$ cat config.mk
export PLATFORM = sky130hd
export DESIGN_NAME = scale_weigh_controller
export DESIGN_NICKNAME = d
export VERILOG_FILES = /design/src/rtl/scale_weigh_controller.sv
export SDC_FILE = /design/constraint.sdc
export NUM_CORES = 1
export LEC_CHECK = 0
export BUFFER_PORTS_ARGS = -buffer_cell sky130_fd_sc_hd__buf_2
export CAP_MARGIN = 40
export CORE_UTILIZATION = 48
export CTS_CLUSTER_SIZE = 8
export DETAILED_ROUTE_END_ITERATION = 10
export HOLD_SLACK_MARGIN = 0.1
export PLACE_DENSITY = 0.78
export SLEW_MARGIN = 15
export SYNTH_ARGS = -nofsm -noshare
export SYNTH_HDL_FRONTEND = slang
export SYNTH_SLANG_ARGS = --single-unit
$ cat constraint.sdc
create_clock -name clk -period 4.8 [get_ports clk]
set_input_delay 0.24 -clock clk [delete_from_list [all_inputs] [get_ports clk]]
set_output_delay 0.24 -clock clk [all_outputs]
set_load 0.05 [all_outputs]
$ cat src/rtl/scale_weigh_controller.sv
// Weighing sequencer: settles raw gram samples, manages tare, drives the g->kg converter and holds its result.
// Optional overload detection is built when SCALE_OVERLOAD_DETECT_EN is defined.
module scale_weigh_controller #(
  parameter int W_G         = 14,
  parameter int INT_W       = 48,
  parameter int FRAC_W      = 51,
  parameter int STABLE_N    = 4,
  parameter int TOL         = 2,
  parameter int CONV_LAT    = 2,
  parameter int TIMEOUT_CYC = 1000,
  parameter int MAX_G       = 10000
) (
  input  logic              clk,
  input  logic              reset,
  input  logic              sample_valid,
  input  logic [W_G-1:0]    raw_grams,
  input  logic              tare_req,
  input  logic              measure_req,
  output logic [W_G-1:0]    conv_grams,
  input  logic [INT_W-1:0]  conv_kg_int,
  input  logic [FRAC_W-1:0] conv_kg_frac,
  output logic [INT_W-1:0]  kg_int,
  output logic [FRAC_W-1:0] kg_frac,
  output logic              result_valid,
  output logic              busy,
  output logic              stable,
  output logic [W_G-1:0]    tare_value,
  output logic              settle_timeout,
  output logic              overload
);

  localparam logic [1:0] S_IDLE    = 2'd0;
  localparam logic [1:0] S_SETTLE  = 2'd1;
  localparam logic [1:0] S_CONVERT = 2'd2;
  localparam logic [1:0] S_DONE    = 2'd3;

  localparam int TMR_W = $clog2(TIMEOUT_CYC + 1);

  logic [1:0]        state_q, state_d;
  logic              mode_tare_q, mode_tare_d;
  logic [W_G-1:0]    ref_q, ref_d;
  logic [3:0]        cnt_q, cnt_d;
  logic [TMR_W-1:0]  tmr_q, tmr_d;
  logic [2:0]        lat_q, lat_d;
  logic [W_G-1:0]    tare_q, tare_d;
  logic [W_G-1:0]    conv_q, conv_d;
  logic [INT_W-1:0]  kg_int_q, kg_int_d;
  logic [FRAC_W-1:0] kg_frac_q, kg_frac_d;
  logic              valid_q, valid_d;
  logic              stable_q, stable_d;
  logic              tmo_q, tmo_d;
  logic              ovl_q, ovl_d;

  logic [W_G:0]      dev_w;
  logic              in_tol;
  logic [W_G-1:0]    ref_nxt;
  logic [3:0]        cnt_nxt;
  logic              stable_hit;
  logic [W_G:0]      net_w;

  // Stability tracking: a fresh reference restarts the run at 1.
  always_comb begin
    if (raw_grams >= ref_q) dev_w = {1'b0, raw_grams} - {1'b0, ref_q};
    else                    dev_w = {1'b0, ref_q} - {1'b0, raw_grams};
    in_tol = (dev_w <= (W_G+1)'(TOL));
    if (cnt_q == '0 || !in_tol) begin
      ref_nxt = raw_grams;
      cnt_nxt = 4'd1;
    end else begin
      ref_nxt = ref_q;
      cnt_nxt = cnt_q + 4'd1;
    end
    stable_hit = sample_valid && (cnt_nxt == 4'(STABLE_N));
    net_w      = {1'b0, ref_nxt} - {1'b0, tare_q};
  end

`ifdef SCALE_OVERLOAD_DETECT_EN
  always_comb begin
    ovl_d = ovl_q;
    if (sample_valid) ovl_d = ({1'b0, raw_grams} > (W_G+1)'(MAX_G));
  end
`else
  always_comb ovl_d = 1'b0;
`endif

  always_comb begin
    state_d     = state_q;
    mode_tare_d = mode_tare_q;
    ref_d       = ref_q;
    cnt_d       = cnt_q;
    tmr_d       = tmr_q;
    lat_d       = lat_q;
    tare_d      = tare_q;
    conv_d      = conv_q;
    kg_int_d    = kg_int_q;
    kg_frac_d   = kg_frac_q;
    valid_d     = valid_q;
    stable_d    = 1'b0;
    tmo_d       = 1'b0;
    case (state_q)
      S_IDLE: begin
        if (tare_req || measure_req) begin
          state_d     = S_SETTLE;
          mode_tare_d = tare_req;
          valid_d     = 1'b0;
          cnt_d       = '0;
          tmr_d       = '0;
        end
      end
      S_SETTLE: begin
        tmr_d = tmr_q + 1'b1;
        if (sample_valid) begin
          ref_d = ref_nxt;
          cnt_d = cnt_nxt;
        end
        // Stability on the final cycle beats the timeout.
        if (stable_hit) begin
          stable_d = 1'b1;
          if (ovl_q) begin
            state_d = S_IDLE;
            valid_d = 1'b0;
          end else if (mode_tare_q) begin
            tare_d  = ref_nxt;
            state_d = S_IDLE;
          end else begin
            conv_d  = net_w[W_G] ? '0 : net_w[W_G-1:0];
            lat_d   = '0;
            state_d = S_CONVERT;
          end
        end else if (tmr_q == TMR_W'(TIMEOUT_CYC - 1)) begin
          tmo_d   = 1'b1;
          state_d = S_IDLE;
        end
      end
      S_CONVERT: begin
        lat_d = lat_q + 3'd1;
        if (lat_q == 3'(CONV_LAT - 1)) state_d = S_DONE;
      end
      S_DONE: begin
        kg_int_d  = conv_kg_int;
        kg_frac_d = conv_kg_frac;
        valid_d   = 1'b1;
        state_d   = S_IDLE;
      end
      default: state_d = S_IDLE;
    endcase
  end

  always_ff @(posedge clk) begin
    if (reset) begin
      state_q     <= S_IDLE;
      mode_tare_q <= 1'b0;
      ref_q       <= '0;
      cnt_q       <= '0;
      tmr_q       <= '0;
      lat_q       <= '0;
      tare_q      <= '0;
      conv_q      <= '0;
      kg_int_q    <= '0;
      kg_frac_q   <= '0;
      valid_q     <= 1'b0;
      stable_q    <= 1'b0;
      tmo_q       <= 1'b0;
      ovl_q       <= 1'b0;
    end else begin
      state_q     <= state_d;
      mode_tare_q <= mode_tare_d;
      ref_q       <= ref_d;
      cnt_q       <= cnt_d;
      tmr_q       <= tmr_d;
      lat_q       <= lat_d;
      tare_q      <= tare_d;
      conv_q      <= conv_d;
      kg_int_q    <= kg_int_d;
      kg_frac_q   <= kg_frac_d;
      valid_q     <= valid_d;
      stable_q    <= stable_d;
      tmo_q       <= tmo_d;
      ovl_q       <= ovl_d;
    end
  end

  assign conv_grams     = conv_q;
  assign kg_int         = kg_int_q;
  assign kg_frac        = kg_frac_q;
  assign result_valid   = valid_q;
  assign busy           = (state_q != S_IDLE);
  assign stable         = stable_q;
  assign tare_value     = tare_q;
  assign settle_timeout = tmo_q;
  assign overload       = ovl_q;

endmodule

# Word level (Yosys, flattened, before mapping)
# Cells that the tools add are included.
[classes] n_addsub=6 eq_ne=12 n_mux=22 n_reduce_logical=21 bitwise=2 magnitude_cmp=2
[op_table] op="$sub A14 B14 Y15" count=3
[op_table] op="$mux W14" count=2
[op_table] op="$pmux W10 S2" count=1
[op_table] op="$le A15 B2 Y1 const B" count=1
[op_table] op="$mux W15" count=1
[op_table] op="$reduce_and A3 Y1" count=5
[op_table] op="$ge A14 B14 Y1" count=1
[op_table] op="$mux W4" count=3
[op_table] op="$add A10 B1 Y10 const B" count=1
[op_table] op="$eq A10 B10 Y1 const B" count=1
[op_table] op="$mux W10" count=1
[op_table] op="$mux W2" count=5
[op_table] op="$ne A2 B2 Y1 const B" count=5
[op_table] op="$pmux W2 S4" count=1
[op_table] op="$pmux W4 S2" count=1
[op_table] op="$reduce_and A2 Y1" count=4
[op_table] op="$reduce_bool A2 Y1" count=4
[op_table] op="$mux W3" count=2
[op_table] op="$pmux W3 S2" count=1
[op_table] op="$add A4 B1 Y4 const B" count=1
[op_table] op="$eq A2 B2 Y1 const B" count=2
[op_table] op="$eq A4 B3 Y1 const B" count=1
[op_table] op="$logic_not A4 Y1" count=1
[op_table] op="$add A3 B1 Y3 const B" count=1
[op_table] op="12 further kinds" count=16
[totals] register_bits=164 wordCells=78 in_bits=118

# Logic depth before layout (Yosys ltp)
[logic_depth] ltp_word=10 mapped_depth=29 mapped_depth_nobuf=26

# Worst setup path before layout
# Ideal clock, no wire load.
[synth_path] kind="flip-flop to flip-flop" start="register ref_q[11]" end="register conv_q[10] (netlist: conv_grams[10])" required_ns=4.740 path_stages_with_launch=28 period_less_slack_ns=5.269 arrival_ns=5.209 setup_slack_ns=-0.469 cell_sequence="dfxtp_1 > ha_1 > buf_2 > and2_4 > a32oi_1 > o211a_2 > nand2_2 > a2111oi_0 > nor3b_1 > o2111ai_2 > nor2_1 > buf_4 > buf_4 > nor2_1 > a21oi_1 > ha_1 > fa_1 > nor2b_1 > o21ai_0 > a21boi_0 > o21ai_0 > a21oi_1 > nand4_1 > a41o_1 > o21ai_0 > and3_4 > buf_6 > a22o_1"
[synth_between] elab_chain_cells=9 word_cells_on_any_way=14 cone_classes="add/sub: 3; order compare: 2; eq/ne: 1; mux: 4; reduce/logical: 4"
[synth_lines] item="start: declaration" line="41" rtl="logic [W_G-1:0] ref_q, ref_d;"
[synth_lines] item="start signal: assignment" line="168" rtl="ref_q <= ref_d;"
[synth_lines] item="branches (longest 9 deep; another with $sub A14 B14 Y15)"
[synth_lines] item="end signal: assignment" line="173" rtl="conv_q <= conv_d;"
[synth_lines] item="end: declaration" line="46" rtl="logic [W_G-1:0] conv_q, conv_d;"
# Parallel ways; which one is timed is not known.
# A chain may end at the register's enable or synchronous reset.

# Worst setup path in the final report
[layout_path] start="register ref_q[4]" end="register conv_q[10] (netlist: conv_grams[10])"
# The elaborated chain is that of the path after synthesis.

==> impl_metrics.tcl <==
set metrics [dict create \
    cp_common_cell "o21ai_2" \
    ys_seq_area_frac 0.379 \
    syn_nets 1266 \
    final_layout_size_suffix_gt1_frac 0.340 \
    power_density_nw_per_um2 270 \
    min_to "ref_q[13]" \
    grt_max_degree 61 \
    cpLargestDelayFamily "compound AO/OA/AOI/OAI gates" \
    cp_num_buf_inv 2 \
    nets 1726 \
    crit_fanout 7 \
    mostFrequentLayoutCells "buf_2, nand2_1, dfxtp_1, buf_4, a21oi_1" \
    finalMaxSlewViolations 0 \
    yosys_warnings 0 \
    fin_crit_sh 1.08 \
    syn_area_sq_um 8670 \
    worstSkewPairLatency_ps 440 \
    dr_total_vias 10100 \
    path_clk_slew_ps 70 \
    synth_top_family_by_area "compound AO/OA/AOI/OAI gates" \
    met3_length_mm 2.30 \
    startpoint_type "flop" \
    p_leak_uw 0.00587 \
    antenna_found_initial 1 \
    wire_per_inst_um 18.6 \
    hold_path.class "in2reg" \
    grt_pass1_vias 9928 \
    critPathSlowestCell "or4_4" \
    drt-pass1-iter-count 6 \
    cap_violations 0 \
    synth-seq-cells 164 \
    die_width_um 136 \
    yosys_most_used_dff "dfxtp_1" \
    hp-start "raw_grams[13]" \
    vdd_drop_max_mv 0.277 \
    timing.fmax_mhz 193 \
    setup_tns_ps -4900 \
    syn2layout_area_growth_pct 51.9 \
    yosys.area_share.simple 0.215 \
    synth.avg_cell_area_sq_um 7.90 \
    r2r_slack_ps -370 \
    regToRegStartpoint "ref_q[4]" \
    regArea_sq_um 3290 \
    setup.worst_path.class "reg2reg" \
    synth_compound_area_frac 0.228 \
    overflow 0 \
    io_pins 250 \
    multi_input_area_sq_um 5220 \
    cts_root_buf "clkbuf_16" \
    worst_slack_ps -373 \
    dp_hpwl_mm 20.7 \
    grt_first_pass_wirelength_mm 51.3 \
    clkSinkCount 164 \
    ant_nets 0 \
    cp-end-kind "flop" \
    drt_iter0_markers 732 \
    slew-limit-headroom 0.357 \
    gp_congestion 0.989 \
    r2r_end "conv_grams[10]" \
    die_y_um 136 \
    synth.area.mux_share 0.0215 \
    drc_errors 0 \
    final_common_cell "buf_2" \
    setup_viol 14 \
    cts_tree "built" \
    synthXorXnorAreaFrac 0.0201 \
    timing.hold.ws_ps 141 \
    cp_data_arrival_time_ps 5550 \
    portBuffers 248 \
    gr-usage-all-layers 0.357 \
    wl_mm 33.4 \
    fill_cells 1158 \
    synth.distinct_cells 81 \
    fin_skew_ps 10.3 \
    rows 48 \
    status "finished with violations" \
    ctsHtreeMaxLevel 4 \
    wl_met2_mm 16.3 \
    placed_cells 1637 \
    initial_core_util 0.496 \
    wl_met1_mm 12.9 \
    hold_depth 3 \
    synth_enable_flop_cells 0 \
    cp.required_ps 5170 \
    yosys.area_share.adder 0.0748 \
    violations "negative setup slack" \
    worst_slew_pin_slew_ps 940 \
    post_drt_via_cell_ratio 5.64 \
    reg2reg_depth 25 \
    top_layer_used "met4" \
    cts_buffers 17 \
    layout.cells.non_filler 1798 \
    die_area_sq_um 18600 \
    core_area_sq_um 17500 \
    place_ws_ps -343 \
    clk_path_buf_depth 2 \
    synthCells 1098 \
    cp.depth 25 \
    slowest_delay_ps 460 \
    rsz0062_at_grt "yes" \
    async_flop_share 0 \
    hold_viol 0 \
    finalCriticalPeriod_ps 5170 \
]
-- final cells by class --
| type | instances | share of cell area |
|---|---|---|
| antenna | 2 | 0.000380 |
| timing repair buffer | 504 | 0.267 |
| multi-input combinational | 807 | 0.397 |
| tap | 225 | 0.0214 |
| clock inverter | 15 | 0.0135 |
| inverter | 64 | 0.0184 |
| clock buffer | 17 | 0.0323 |
| sequential | 164 | 0.250 |
-- through the flow --
| stage | instance area, sq um | util | power (uW) |
|---|---|---|---|
| floorplan | 8860 | - | 1790 |
| global placement | 11000 | 0.631 | 2040 |
| detailed placement | 11100 | 0.634 | 2050 |
| CTS | 13000 | 0.744 | 3530 |
| global route | 13200 | 0.753 | 3680 |
| finish | 13200 | 0.753 | 3560 |
-- cell usage after synthesis, types with 8 or more instances --
cell type | n | area share
nor2_1 | 58 | 0.025
ha_1 | 47 | 0.068
clkbuf_1 | 43 | 0.019
a21oi_1 | 150 | 0.087
nand3_1 | 14 | 0.0081
nor3_1 | 10 | 0.0058
and4_1 | 14 | 0.014
nand2_1 | 247 | 0.11
mux2i_1 | 16 | 0.018
dfxtp_1 | 164 | 0.38
xnor2_1 | 11 | 0.011
a31o_2 | 18 | 0.018
a21o_1 | 15 | 0.013
nand2b_1 | 8 | 0.0058
a22o_1 | 13 | 0.013
buf_2 | 14 | 0.0081
nand4_1 | 12 | 0.0087
o21ai_0 | 32 | 0.018
inv_1 | 64 | 0.028
nor2b_1 | 10 | 0.0072
-- worst register-to-register path: cells and delay by family, from the launching register on --
kind	cells	cell delay (ps)
AO/OA/AOI/OAI	10	1600
AND/OR/NAND/NOR	8	1530
adder cells (fa/ha/maj)	3	900
multiplexers	1	310
XOR/XNOR	1	160
flip-flops	1	360
buffers and inverters	2	270
-- routing by layer --
| layer | GRT usage | vias up |
|---|---|---|
| li1 | - | 4732 |
| met1 | 0.398 | 4742 |
| met2 | 0.590 | 503 |
| met3 | 0.114 | 170 |
| met4 | 0.223 | 0 |
| met5 | 0 | - |
-- sequential cells by signal (all words and copies together) (netlist names), named ones only --
register	cells
tmr_q	10
kg_int	48
mode_tare_q	1
result_valid	1
state_q	1
conv_grams	14
tare_value	14
cnt_q	4
kg_frac	51
ref_q	14
stable	1
settle_timeout	1
lat_q	3
-- logic make-up after synthesis --
logic type / after synthesis
AND/OR/NAND/NOR: 412
AO/OA/AOI/OAI: 306
flip-flops: 164
buffers and inverters: 128
adder cells (fa/ha/maj): 50
XOR/XNOR: 19
multiplexers: 18
other: 1
-- what timing repair did --
| item | CTS | global route |
|---|---|---|
| setup endpoints to repair | 14 | 14 |
| buffers inserted | 17 | 4 |
| gates cloned | 2 | 0 |
| endpoints found under the hold margin | 103 | 0 |
| pin swaps | 27 | 25 |
| resized for setup | 30 | 18 |
| hold buffers | 103 | 0 |
-- worst max-delay path by stage --
stage / from / to / slack [ps]
after global placement: raw_grams[8] / conv_grams[11] / -180
after detailed placement: raw_grams[0] / conv_grams[9] / -340
final: ref_q[4] / conv_grams[10] / -370
after global routing: ref_q[0] / conv_grams[10] / -570
after CTS: ref_q[0] / conv_grams[9] / -230
after floorplan: ref_q[5] / conv_grams[1] / -60
-- power by group --
group,internal [uW],switching (uW),total [uW]
Clock,747,654,1400
Sequential,1370,17.0,1390
Combinational,387,384,772
Note: power is estimated with default switching activity, not from simulation.
